<file path="src/rtl/vend_ledger.sv">
// Vending transaction and inventory engine: per-item stock/sold counters,
// purchase and restock sequencing, coin acceptance, change and revenue.
module vend_ledger #(
  parameter int unsigned          N_ITEMS = 4,
  parameter int unsigned          CNT_W   = 4,
  parameter int unsigned          MONEY_W = 8,
  parameter int unsigned          SALE_W  = 12,
  parameter logic [N_ITEMS*8-1:0] PRICES  = {8'd6, 8'd5, 8'd4, 8'd3},
  parameter int unsigned          TIMEOUT = 1000,
  localparam int unsigned         ID_W    = $clog2(N_ITEMS)
) (
  input  logic               clk,
  input  logic               rst_n,
  input  logic               btn_next,
  input  logic               btn_prev,
  input  logic               btn_plus,
  input  logic               btn_minus,
  input  logic               btn_ok,
  input  logic               btn_cancel,
  input  logic               restock_en,
  input  logic               coin1,
  input  logic               coin2,
  input  logic               coin5,
  input  logic               coin10,
  output logic [ID_W-1:0]    id,
  output logic [2:0]         state,
  output logic [CNT_W-1:0]   stock,
  output logic [CNT_W-1:0]   sold,
  output logic [CNT_W-1:0]   qty,
  output logic [MONEY_W-1:0] due,
  output logic [MONEY_W-1:0] paid,
  output logic [MONEY_W-1:0] change,
  output logic [SALE_W-1:0]  sale_total,
  output logic               dispense,
  output logic               coin_reject,
  output logic               err
);

  typedef enum logic [2:0] {
    BROWSE    = 3'd0,
    QTY       = 3'd1,
    PAY       = 3'd2,
    VEND      = 3'd3,
    REFUND    = 3'd4,
    RESTOCK   = 3'd5,
    RS_COMMIT = 3'd6
  } state_e;

  localparam int unsigned      TO_W      = (TIMEOUT > 2) ? $clog2(TIMEOUT) : 1;
  localparam logic [ID_W-1:0]  ID_LAST   = ID_W'(N_ITEMS - 1);
  localparam logic [CNT_W-1:0] MAX_STOCK = '1;
  localparam logic [TO_W-1:0]  TO_LAST   = TO_W'(TIMEOUT - 1);

  state_e               state_q, state_d;
  logic [ID_W-1:0]      id_q, id_d;
  logic [CNT_W-1:0]     qty_q, qty_d;
  logic [MONEY_W-1:0]   due_q, due_d, paid_q, paid_d, change_q, change_d;
  logic [SALE_W-1:0]    sale_q, sale_d;
  logic [TO_W-1:0]      tmo_q, tmo_d;
  logic                 disp_q, disp_d, rej_q, rej_d, err_q, err_d;
  logic [CNT_W-1:0]     stock_q [N_ITEMS];
  logic [CNT_W-1:0]     sold_q  [N_ITEMS];

  logic                 stock_we, sold_we;
  logic [CNT_W-1:0]     stock_wd, sold_wd;
  logic [CNT_W-1:0]     cur_stock, cur_sold;
  logic [ID_W+2:0]      price_lsb;
  logic [7:0]           price;
  logic [8+CNT_W-1:0]   prod;
  logic [ID_W-1:0]      id_inc, id_dec;
  logic                 nav_next, nav_prev, inc, dec;
  logic [3:0]           coins;
  logic                 coin_any, coin_multi;
  logic [MONEY_W:0]     coin_val, pay_sum;
  logic [CNT_W:0]       rs_sum, sold_sum;

  assign cur_stock  = stock_q[id_q];
  assign cur_sold   = sold_q[id_q];
  assign price_lsb  = {id_q, 3'b000};
  assign price      = PRICES[price_lsb +: 8];
  assign prod       = {{CNT_W{1'b0}}, price} * {8'b0, qty_q};
  assign id_inc     = (id_q == ID_LAST) ? '0 : id_q + ID_W'(1);
  assign id_dec     = (id_q == '0) ? ID_LAST : id_q - ID_W'(1);
  assign nav_next   = btn_next & ~btn_prev;
  assign nav_prev   = btn_prev & ~btn_next;
  assign inc        = btn_plus & ~btn_minus;
  assign dec        = btn_minus & ~btn_plus;
  assign coins      = {coin10, coin5, coin2, coin1};
  assign coin_any   = |coins;
  assign coin_multi = (coins & (coins - 4'd1)) != 4'd0;
  assign pay_sum    = {1'b0, paid_q} + coin_val;
  assign rs_sum     = {1'b0, cur_stock} + {1'b0, qty_q};
  assign sold_sum   = {1'b0, cur_sold} + {1'b0, qty_q};

  always_comb begin
    coin_val = '0;
    if (coin10)     coin_val = (MONEY_W+1)'(10);
    else if (coin5) coin_val = (MONEY_W+1)'(5);
    else if (coin2) coin_val = (MONEY_W+1)'(2);
    else if (coin1) coin_val = (MONEY_W+1)'(1);
  end

  always_comb begin
    state_d  = state_q;
    id_d     = id_q;
    qty_d    = qty_q;
    due_d    = due_q;
    paid_d   = paid_q;
    change_d = change_q;
    sale_d   = sale_q;
    tmo_d    = tmo_q;
    disp_d   = 1'b0;
    rej_d    = 1'b0;
    err_d    = 1'b0;
    stock_we = 1'b0;
    stock_wd = cur_stock;
    sold_we  = 1'b0;
    sold_wd  = sold_sum[CNT_W] ? MAX_STOCK : sold_sum[CNT_W-1:0];
    case (state_q)
      BROWSE: begin
        if (restock_en) begin
          state_d = RESTOCK;
          qty_d   = '0;
        end else if (btn_ok) begin
          if (cur_stock != '0) begin
            state_d  = QTY;
            qty_d    = CNT_W'(1);
            change_d = '0;
          end else begin
            err_d = 1'b1;
          end
        end else if (nav_next) begin
          id_d = id_inc;
        end else if (nav_prev) begin
          id_d = id_dec;
        end
      end
      QTY: begin
        if (btn_cancel) begin
          state_d = BROWSE;
          qty_d   = '0;
        end else if (btn_ok) begin
          state_d = PAY;
          paid_d  = '0;
          due_d   = MONEY_W'(prod);
          tmo_d   = '0;
        end else if (inc) begin
          if (qty_q < cur_stock) qty_d = qty_q + CNT_W'(1);
          else                   err_d = 1'b1;
        end else if (dec) begin
          if (qty_q > CNT_W'(1)) qty_d = qty_q - CNT_W'(1);
          else                   err_d = 1'b1;
        end
      end
      PAY: begin
        // Any coin, accepted or refused, restarts the idle window.
        if (btn_cancel) begin
          state_d = REFUND;
        end else if (coin_any) begin
          tmo_d = '0;
          if (coin_multi || pay_sum[MONEY_W]) begin
            rej_d = 1'b1;
          end else begin
            paid_d = pay_sum[MONEY_W-1:0];
            if (pay_sum[MONEY_W-1:0] >= due_q) state_d = VEND;
          end
        end else if (tmo_q == TO_LAST) begin
          state_d = REFUND;
        end else begin
          tmo_d = tmo_q + TO_W'(1);
        end
      end
      VEND: begin
        stock_we = 1'b1;
        stock_wd = cur_stock - qty_q;
        sold_we  = 1'b1;
        sale_d   = sale_q + SALE_W'(due_q);
        change_d = paid_q - due_q;
        disp_d   = 1'b1;
        state_d  = BROWSE;
      end
      REFUND: begin
        change_d = paid_q;
        paid_d   = '0;
        state_d  = BROWSE;
      end
      RESTOCK: begin
        if (!restock_en) begin
          state_d = BROWSE;
          qty_d   = '0;
        end else if (btn_ok) begin
          state_d = RS_COMMIT;
        end else if (nav_next) begin
          id_d  = id_inc;
          qty_d = '0;
        end else if (nav_prev) begin
          id_d  = id_dec;
          qty_d = '0;
        end else if (inc) begin
          if (rs_sum < {1'b0, MAX_STOCK}) qty_d = qty_q + CNT_W'(1);
          else                            err_d = 1'b1;
        end else if (dec) begin
          if (qty_q != '0) qty_d = qty_q - CNT_W'(1);
          else             err_d = 1'b1;
        end
      end
      RS_COMMIT: begin
        stock_we = 1'b1;
        stock_wd = rs_sum[CNT_W-1:0];
        qty_d    = '0;
        state_d  = RESTOCK;
      end
      default: state_d = BROWSE;
    endcase
  end

  always_ff @(posedge clk or negedge rst_n) begin
    if (!rst_n) begin
      state_q  <= BROWSE;
      id_q     <= '0;
      qty_q    <= '0;
      due_q    <= '0;
      paid_q   <= '0;
      change_q <= '0;
      sale_q   <= '0;
      tmo_q    <= '0;
      disp_q   <= 1'b0;
      rej_q    <= 1'b0;
      err_q    <= 1'b0;
      for (int unsigned i = 0; i < N_ITEMS; i++) begin
        stock_q[i] <= '0;
        sold_q[i]  <= '0;
      end
    end else begin
      state_q  <= state_d;
      id_q     <= id_d;
      qty_q    <= qty_d;
      due_q    <= due_d;
      paid_q   <= paid_d;
      change_q <= change_d;
      sale_q   <= sale_d;
      tmo_q    <= tmo_d;
      disp_q   <= disp_d;
      rej_q    <= rej_d;
      err_q    <= err_d;
      if (stock_we) stock_q[id_q] <= stock_wd;
      if (sold_we)  sold_q[id_q]  <= sold_wd;
    end
  end

  assign id          = id_q;
  assign state       = state_q;
  assign stock       = cur_stock;
  assign sold        = cur_sold;
  assign qty         = qty_q;
  assign due         = due_q;
  assign paid        = paid_q;
  assign change      = change_q;
  assign sale_total  = sale_q;
  assign dispense    = disp_q;
  assign coin_reject = rej_q;
  assign err         = err_q;

endmodule

</file>
<file path="config.mk">
export PLATFORM = sky130hd
export DESIGN_NAME = vend_ledger
export DESIGN_NICKNAME = d
export VERILOG_FILES = /design/src/rtl/vend_ledger.sv
export SDC_FILE = /design/constraint.sdc
export NUM_CORES = 1
export LEC_CHECK = 0
export BUFFER_PORTS_ARGS = -buffer_cell sky130_fd_sc_hd__buf_2
export CAP_MARGIN = 20
export CORE_ASPECT_RATIO = 1.5
export CORE_MARGIN = 2
export CORE_UTILIZATION = 45
export CTS_BUF_LIST = sky130_fd_sc_hd__clkbuf_2
export CTS_CLUSTER_DIAMETER = 30
export DETAILED_ROUTE_END_ITERATION = 10
export REMOVE_ABC_BUFFERS = 1
export SYNTH_ARGS = -nofsm -noshare
export SYNTH_HDL_FRONTEND = slang
export SYNTH_SLANG_ARGS = --single-unit
</file>
<file path="constraint.sdc">
create_clock -name clk -period 3.9 [get_ports clk]
set_input_delay 0.39 -clock clk [delete_from_list [all_inputs] [get_ports clk]]
set_output_delay 0.39 -clock clk [all_outputs]
set_load 0.05 [all_outputs]
</file>
After elaboration in Yosys (flattened, before gate mapping) --
Cells that the tools add are included.
Operators by class: $add $sub $neg 12, muxes and demuxes 95, order comparisons 6, equal/unequal tests 33, shifts and indexed selects 1, $mul 1, reductions and logical operators 21, bitwise gates (word level) 11
Operators with widths (count):
- 2-to-1 mux 4 bit | 23
- 2-to-1 mux 8 bit | 8
- 2-to-1 mux 10 bit | 5
- one-hot mux 8 bit (3 select lines) | 2
- 2-to-1 mux 3 bit | 13
- bitwise mux 16 bit | 2
- variable part select 32 x 6 -> 8 bit (first input constant) | 1
- 2-to-1 mux 1 bit | 24
- != test 4 bit (second input constant) | 6
- != test 3 bit (second input constant) | 7
- one-hot mux 10 bit (2 select lines) | 1
- != test 2 bit (second input constant) | 9
- != test 6 bit (second input constant) | 3
- binary-select mux 4 bit (select 2 bit) | 2
- 2-to-1 mux 2 bit | 8
- one-hot mux 4 bit (4 select lines) | 1
- nonzero test 4 bit | 4
- one-hot mux 3 bit (5 select lines) | 1
- adder 12 x 8 -> 12 bit | 1
- AND reduction 11 bit | 1
- adder 10 x 1 -> 10 bit (second input constant) | 1
- adder 4 x 4 -> 5 bit | 2
- == test 10 bit (second input constant) | 1
- adder 8 x 9 -> 9 bit | 1
- other kinds (39) | 53
Word-level totals: input bits 13, logic and storage cells 199, flip-flop bits (word level) 90

Depth between registers and ports, before layout --
Gate-level depths: netlist (run 1).
depth after elaboration 13, depth in mapped cells 17

Least setup slack after synthesis (run 1) --
No wires, ideal clock.
kind flip-flop to flip-flop, start register id_q[0], in the netlist id[0], end register qty_q[2], in the netlist qty[2], buffers on the path 2, cell stages (with the launch flop) 11, data arrival time 3.708 ns, required time 3.803 ns, setup slack 0.095 ns, library setup time 0.097 ns, cells stage by stage dfrtp_1 buf_6 mux4_1 ha_1 clkbuf_1 o21ba_2 o21ai_0 a211o_1 a31o_4 or2_2 o31ai_1
Between the ends: cells in the longest elaborated chain, start to end 8, elaborated cells between the ends (all ways) 12
Ends and longest elaborated chain:
- from (decl) | RTL line 55 | logic [ID_W-1:0] id_q, id_d;
- from (signal assigned) | RTL line 236 | id_q <= id_d;
- inverter 2 -> 3 bit (not written as such) * | RTL line 77 | assign cur_stock = stock_q[id_q];
- binary-select mux 4 bit (select 2 bit) * | RTL line 77
- 2-to-1 mux 4 bit (not written as such) * (2 in a row) | RTL line 77
- via stock[2] | RTL line 27 | output logic [CNT_W-1:0] stock,
- adder 4 x 4 -> 5 bit | RTL line 92 | assign rs_sum = {1'b0, cur_stock} + {1'b0, qty_q};
- < comparator 5 x 4 -> 1 bit | RTL line 200 | if (rs_sum < {1'b0, MAX_STOCK}) qty_d = qty_q + CNT_W'(1);
- != test 6 bit (no source line)
- AND reduction 11 bit (no source line) *
- to (signal assigned) | RTL line 237 | qty_q <= qty_d;
- to (decl) | RTL line 56 | logic [CNT_W-1:0] qty_q, qty_d;
Mark *: on every way through the listed nets, which the timed path passes. The rest lies on a longest branch. The select of a mux whose other input is x is not followed. A chain may end at the register's enable or synchronous reset.

Worst setup path in the final report (run 1) --
start register id_q[0], in the netlist id[0], end register qty_q[2], in the netlist qty[2]
Between the ends: cells in the longest elaborated chain, start to end 8, elaborated cells between the ends (all ways) 12
Ends and longest elaborated chain (RTL line):
- inverter 2 -> 3 bit (not written as such) * | 77
- binary-select mux 4 bit (select 2 bit) * | 77
- 2-to-1 mux 4 bit (not written as such) * (2 in a row) | 77
- adder 4 x 4 -> 5 bit | 92
- < comparator 5 x 4 -> 1 bit | 200
- != test 6 bit (no source line)
- AND reduction 11 bit (no source line) *
Mark *: on every way between the ends. The rest lies on a longest branch, timed or not. The select of a mux whose other input is x is not followed.

==> flow_metrics.py, run 1 <==
metrics = {
    "outcome": {
        "status": "complete, no violations",
    },
    "sta": {
        "skew_ps": 39.5,
        "hold_ws_ps": 169,
        "finalCritPeriodShare_pct": 88.6,
        "final-max-slew-violation-count": 0,
        "tightest_slew_ps": 863,
        "timing.final.hold_violations": 0,
        "setup_slack_ps": 446,
        "rsz0062_at_grt": "false",
        "max-slew-margin-rel_pct": 42.5,
        "setup_viol": 0,
        "layout_min_cycle_time_ps": 3450,
        "fmax_mhz": 290,
    },
    "placement": {
        "io_buffer_count": 68,
        "place_inst": 854,
        "dp_hpwl_mm": 11.0,
        "place_ws_ps": 395,
        "gp_congestion": 0.892,
        "place_area_sq_um": 6540,
    },
    "global_route": {
        "grt_max_degree": 68,
        "antenna_found_initial": 1,
        "grt_overflow_total": 0,
        "grt_first_pass_wirelength_mm": 24.2,
        "first_global_vias": 4898,
        "track_usage_pct": 20.5,
    },
    "logic_synthesis": {
        "ys_seq_elements": 90,
        "yosys_warnings": 0,
        "syn_area_sq_um": 6030,
        "yosysSeqAreaShare_pct": 37.3,
        "synth.most_common_cell": "dfrtp_1",
        "synth_top_area_cell": "dfrtp_1",
        "async_flop_share_pct": 100,
        "syn_area_per_cell_sq_um": 9.44,
        "ys.flop_type": "dfrtp_1",
        "synthCells": 639,
        "ys_top_cells_by_area": "dfrtp_1 37%, ha_1 13%, o21ai_0 5.2%",
        "yosysUniqueCellTypes": 62,
        "synth_top_area_share_pct": 37.3,
        "synth_edf_count": 0,
        "synthTopCellsByCount": "90 x dfrtp_1, 71 x nand2_1, 63 x o21ai_0",
    },
    "setup_path": {
        "path_max_fanout": 11,
        "ff2ff_path_depth": 9,
        "rr_startpoint": "id[0]",
        "crit_start": "id[0]",
        "crit_path_start_kind": "flip-flop",
        "crit_type": "reg -> reg",
        "end_kind": "flip-flop",
        "r2r_end": "qty[2]",
        "cp.required_ps": 4400,
        "arrival_ps": 3950,
        "r2r_setup_slack_ps": 450,
    },
    "cts": {
        "cts_sinks": 90,
        "cts_tree": "yes",
        "clock_latency_ps": 560,
        "htree_levels": 3,
        "cts_resized": 0,
        "cts_root_buf": "clkbuf_2",
        "clock_path_buffers": 2,
        "cts_made_buffers": 9,
        "cts.clk_slew.worst_paths_ps": 260,
    },
    "die": {
        "initial_utilization_pct": 46.3,
        "die_w_um": 98.5,
        "rows": 51,
        "die_area_sq_um": 14400,
        "die_h_um": 146,
        "boundaryPins": 69,
        "core_area_sq_um": 13000,
    },
    "pwr": {
        "vdd_drop_max_mv": 0.328,
        "p_per_area_nw_per_um2": 742,
        "leakagePower_nw": 3.33,
        "combPwrFrac_pct": 62.0,
        "seqPwrFrac_pct": 29.5,
        "p_switching_mw": 2.60,
        "p_int_mw": 2.34,
        "fin_total_pwr_mw": 4.93,
        "clock_power_share_pct": 8.5,
        "swShare_pct": 52.7,
    },
    "detailed_routing": {
        "wl_mm": 14.3,
        "drtPass1Iterations": 5,
        "detail-route-antenna-nets": 0,
        "initialDrtViolationCount": 231,
        "num_vias": 4928,
        "drc": 0,
        "via_per_inst": 5.65,
        "wl_per_cell_um": 16.4,
    },
    "hold_path": {
        "min_from": "btn_ok",
        "hold_class": "in -> reg",
        "whs_endpoint": "err",
        "hold_depth": 2,
    },
    "final_layout": {
        "nNetsFinal": 789,
        "drive_above_1_share_pct": 15.2,
        "nFillCells": 1227,
        "final_cell_area_sq_um": 6650,
        "stdcell_count": 872,
        "area_growth_pct": 10.2,
    },
    "flow_run": {
        "drv_cap": 0,
    },
}
critical path, stage by stage, from the launching register on:
cell	delay [ps]
dfrtp_1	710
mux4_1	710
ha_1	440
xor2_1	180
nand3b_1	110
o21ai_0	110
a211o_1	330
a31o_4	260
or2_2	310
o31ai_1	230
through the flow:
stage | utilization (%) | TNS [ps]
2_1_floorplan | - | -43.9
3_3_place_gp | 50.3 | 0
3_5_place_dp | 50.3 | 0
4_1_cts | 51.0 | 0
5_1_grt | 51.1 | 0
6_report | 51.1 | 0
worst max path at each step:
stage / end / slack, ps / depth (start not counted)
after detailed placement: state[0] / 390 / 16
final: qty[2] / 450 / 9
after global placement: state[0] / 470 / 16
after CTS: qty[2] / 410 / 9
after floorplan: qty[2] / -40 / 9
after global routing: qty[2] / 200 / 9
power by group through the flow:
stage          Sequential (mW)  Clock [mW]  Combinational [mW]
2_1_floorplan             1.91           0                1.83
3_3_place_gp              1.47           0                2.99
3_5_place_dp              1.48           0                3.05
4_1_cts                   1.46       0.436                3.07
5_1_grt                   1.50       0.468                3.38
6_report                  1.45       0.418                3.06
sequential cells by signal (all words and copies together) (netlist names):
signal       cells
sold_q          16
coin_reject      1
change           8
qty              4
paid             8
sale_total      12
due              8
err              1
state            3
id               2
tmo_q           10
stock_q         16
dispense         1
cell type report:
type                    instances  area (sq um)  area share [%]
flip-flops and latches         90          2250            33.9
clock inverters                 7          46.3           0.697
well taps                     159           199            2.99
diodes                          1          2.50          0.0377
multi-input cells             485          3530            53.1
clock buffers                   9          45.0           0.678
repair buffers                 75           398            5.99
inverters                      46           173            2.60
timing repair:
| action | in CTS | in global routing |
|---|---|---|
| setup endpoints to repair | 0 | 0 |
| hold buffers | 1 | 0 |
| endpoints found under the hold margin | 66 | 0 |
| buffers inserted | 0 | 0 |
layer usage:
metal  vias to the layer above  routed length [um]  GRT usage, %
met5                         -                   0             0
met4                         0                 131          5.00
met3                        10                 592          3.41
met2                        93                7440          36.3
met1                      2409                6160          26.1
li1                       2416                   -             -
kinds of logic after synthesis:
| logic type | share of synthesized area, % |
|---|---|
| simple gates | 14.7 |
| compound gates | 19.3 |
| flops | 37.3 |
| fa+ha+maj | 15.5 |
| buf+inv | 4.15 |
| xor+xnor | 4.50 |
| mux | 4.48 |
placed cells by master, fill, tap and decap left out, types with 7 or more instances in the layout:
master and count:
dfrtp_1 90, nand2_1 71, buf_2 67, o21ai_0 63
ha_1 61, nor2_1 49, inv_1 45, a21oi_1 30
a22o_1 17, xnor2_1 16, xor2_1 15, a21o_1 15
nor3_1 15, nor2b_1 13, nand3_1 11, nand2b_1 9
clkbuf_2 9, fa_1 8, buf_4 7
Power figures use the tool's default switching activity.
==> inputs of run 2 (changes only) <==
ABC_CLOCK_PERIOD_IN_PS = 3900   (was unset)
CORE_UTILIZATION = 60   (was 45)
GPL_TIMING_DRIVEN = 0   (was unset)
PLACE_DENSITY = 0.82   (was unset)
==> run 2 against run 1 <==
Net effect: the flow now finishes with violations (DRC); critical path depth unchanged; power is 2.7% higher; final area shrank 0.11%; cell count shrank 5.6%; non-clock buffer count shrank 5; first-iteration DRC count is 1.3% higher; count of clock-buffer cells in the layout unchanged; register-to-register slack worse by 160 ps.
==> flow_metrics.py, run 2 (synthesis results as in run 1) <==
metrics = {
    "pwr": {
        "p_per_area_nw_per_um2": 763,
        "swShare_pct": 51.6,
        "p_switching_mw": 2.61,
        "seqPwrFrac_pct": 29.3,
        "leakagePower_nw": 3.34,
        "combPwrFrac_pct": 60.0,
        "p_int_mw": 2.45,
        "clock_power_share_pct": 10.6,
        "vdd_drop_max_mv": 0.699,
    },
    "global_route": {
        "grt_overflow_total": 0,
        "antenna_found_initial": 1,
        "track_usage_pct": 26.5,
        "grt_max_degree": 65,
        "grt_first_pass_wirelength_mm": 23.3,
        "first_global_vias": 5034,
    },
    "sta": {
        "timing.final.hold_violations": 0,
        "fmax_mhz": 277,
        "layout_min_cycle_time_ps": 3610,
        "finalCritPeriodShare_pct": 92.7,
        "final-max-slew-violation-count": 0,
        "setup_viol": 0,
        "tns_ps": 0,
        "max-slew-margin-rel_pct": 43.5,
        "rsz0062_at_grt": "false",
        "tightest_slew_ps": 845,
        "skew_ps": 42.9,
    },
    "detailed_routing": {
        "num_vias": 4962,
        "initialDrtViolationCount": 234,
        "drc": 3,
        "drtPass1Iterations": 8,
        "detail-route-antenna-nets": 0,
        "via_per_inst": 6.03,
        "wl_per_cell_um": 16.8,
        "wl_mm": 13.8,
    },
    "outcome": {
        "status": "finished with violations",
        "violations": "DRC",
    },
    "setup_path": {
        "path_max_fanout": 20,
        "path_cells": "mux4_1 > ha_1 > xor2_1 > nand3b_1 > o21ai_0 > a211o_1 > a31o_4 > or2_2 > o31ai_1",
        "crit_type": "reg -> reg",
        "crit_path_start_kind": "flip-flop",
        "arrival_ps": 4080,
        "cpMaxStageDelayCell": "dfrtp_2",
        "slowest_delay_ps": 740,
        "end_kind": "flip-flop",
        "cp.required_ps": 4360,
    },
    "die": {
        "die_w_um": 85.9,
        "die_h_um": 127,
        "rows": 44,
        "core_area_sq_um": 9740,
        "initial_utilization_pct": 61.9,
        "boundaryPins": 69,
        "die_area_sq_um": 10900,
    },
    "cts": {
        "cts.clk_slew.worst_paths_ps": 280,
        "cts_root_buf": "clkbuf_2",
        "cts_sinks": 90,
        "clock_path_buffers": 2,
        "cts_made_buffers": 9,
        "clock_latency_ps": 570,
        "cts_tree": "yes",
        "cts_setup_buffers": 0,
        "htree_levels": 3,
    },
    "placement": {
        "place_area_sq_um": 6480,
        "dp_hpwl_mm": 10.4,
        "io_buffer_count": 68,
        "gp_congestion": 0.883,
    },
    "final_layout": {
        "fin_util_pct": 68.1,
        "final_cell_area_sq_um": 6640,
        "final_common_cell": "dfrtp_1",
        "drive_above_1_share_pct": 15.0,
        "area_growth_pct": 10.0,
        "nNetsFinal": 784,
        "final_cell_mix": "89 x dfrtp_1, 71 x nand2_1, 67 x buf_2",
        "nFillCells": 809,
    },
    "hold_path": {
        "hold_class": "in -> reg",
    },
    "flow_run": {
        "drv_cap": 0,
    },
}
[run 2: cell types whose count changed in the layout (fill, tap and decap cells not counted), sizes merged]
| cell | previous run | this run |
|---|---|---|
| buf | 74 | 69 |
| clkinv | 7 | 3 |
| bufinv | 0 | 2 |
| clkinvlp | 1 | 2 |
| inv | 45 | 46 |
[run 2: layout make-up]
class,instances,area [sq um],area share [%]
repair buffers,70,380,5.73
well taps,115,144,2.17
diodes,1,2.50,0.0377
inverters,46,173,2.60
clock inverters,7,92.6,1.39
multi-input cells,485,3550,53.4
flip-flops and latches,90,2250,33.9
clock buffers,9,45.0,0.678
[run 2: what timing repair did]
| item | in CTS | in global routing |
|---|---|---|
| endpoints found under the hold margin | 26 | 0 |
| hold buffers | 1 | 0 |
| endpoints found under the setup margin | 0 | 8 |
| resized for setup | 0 | 2 |
[run 2: through the flow]
| step | power, mW | worst slack (ps) | cells | hold WS [ps] |
|---|---|---|---|---|
| after floorplan | 3.74 | -43.9 | 621 | 94.4 |
| after global placement | 4.37 | -5.92 | 804 | 453 |
| after detailed placement | 4.49 | 136 | 805 | 339 |
| after CTS | 5.04 | 62.8 | 822 | 131 |
| after global routing | 5.46 | 51.1 | 823 | 131 |
| final | 5.07 | 285 | 823 | 207 |
[run 2: path summary, 6_finish.rpt]
path | slack [ps] | from | depth (start not counted) | endpoint
max | 290 | id[0] | 9 | qty[2]
max reg2reg | 290 | id[0] | 9 | qty[2]
min reg2reg | 490 | sale_total[11] | 1 | sale_total[11]
min | 210 | btn_ok | 2 | err
min in group asynchronous | 240 | rst_n | 2 | change[0]
max in group asynchronous | 3000 | rst_n | 3 | state[0]
[run 2: routing by layer]
layer | vias to the layer above | global-route usage (%) | routed length, um
met1 | 2407 | 33.9 | 5770
met2 | 130 | 44.3 | 7140
met4 | 0 | 11.4 | 305
met5 | - | 0 | 0
li1 | 2401 | - | -
met3 | 24 | 4.23 | 581
[run 2: power groups by stage]
stage / sequential [mW] / combinational (mW) / clock (mW)
after floorplan: 1.91 / 1.83 / 0
after global placement: 1.48 / 2.89 / 0
after detailed placement: 1.50 / 2.99 / 0
after CTS: 1.48 / 3.01 / 0.551
after global routing: 1.53 / 3.34 / 0.584
final: 1.49 / 3.04 / 0.539
[run 2: critical path, delay by kind of cell, from the launching register on]
family,cells,cell delay (ps)
AO/OA/AOI/OAI,4,970
flip-flops,1,740
multiplexers,1,730
adder cells (fa/ha/maj),1,450
AND/OR/NAND/NOR,2,430
XOR/XNOR,1,180
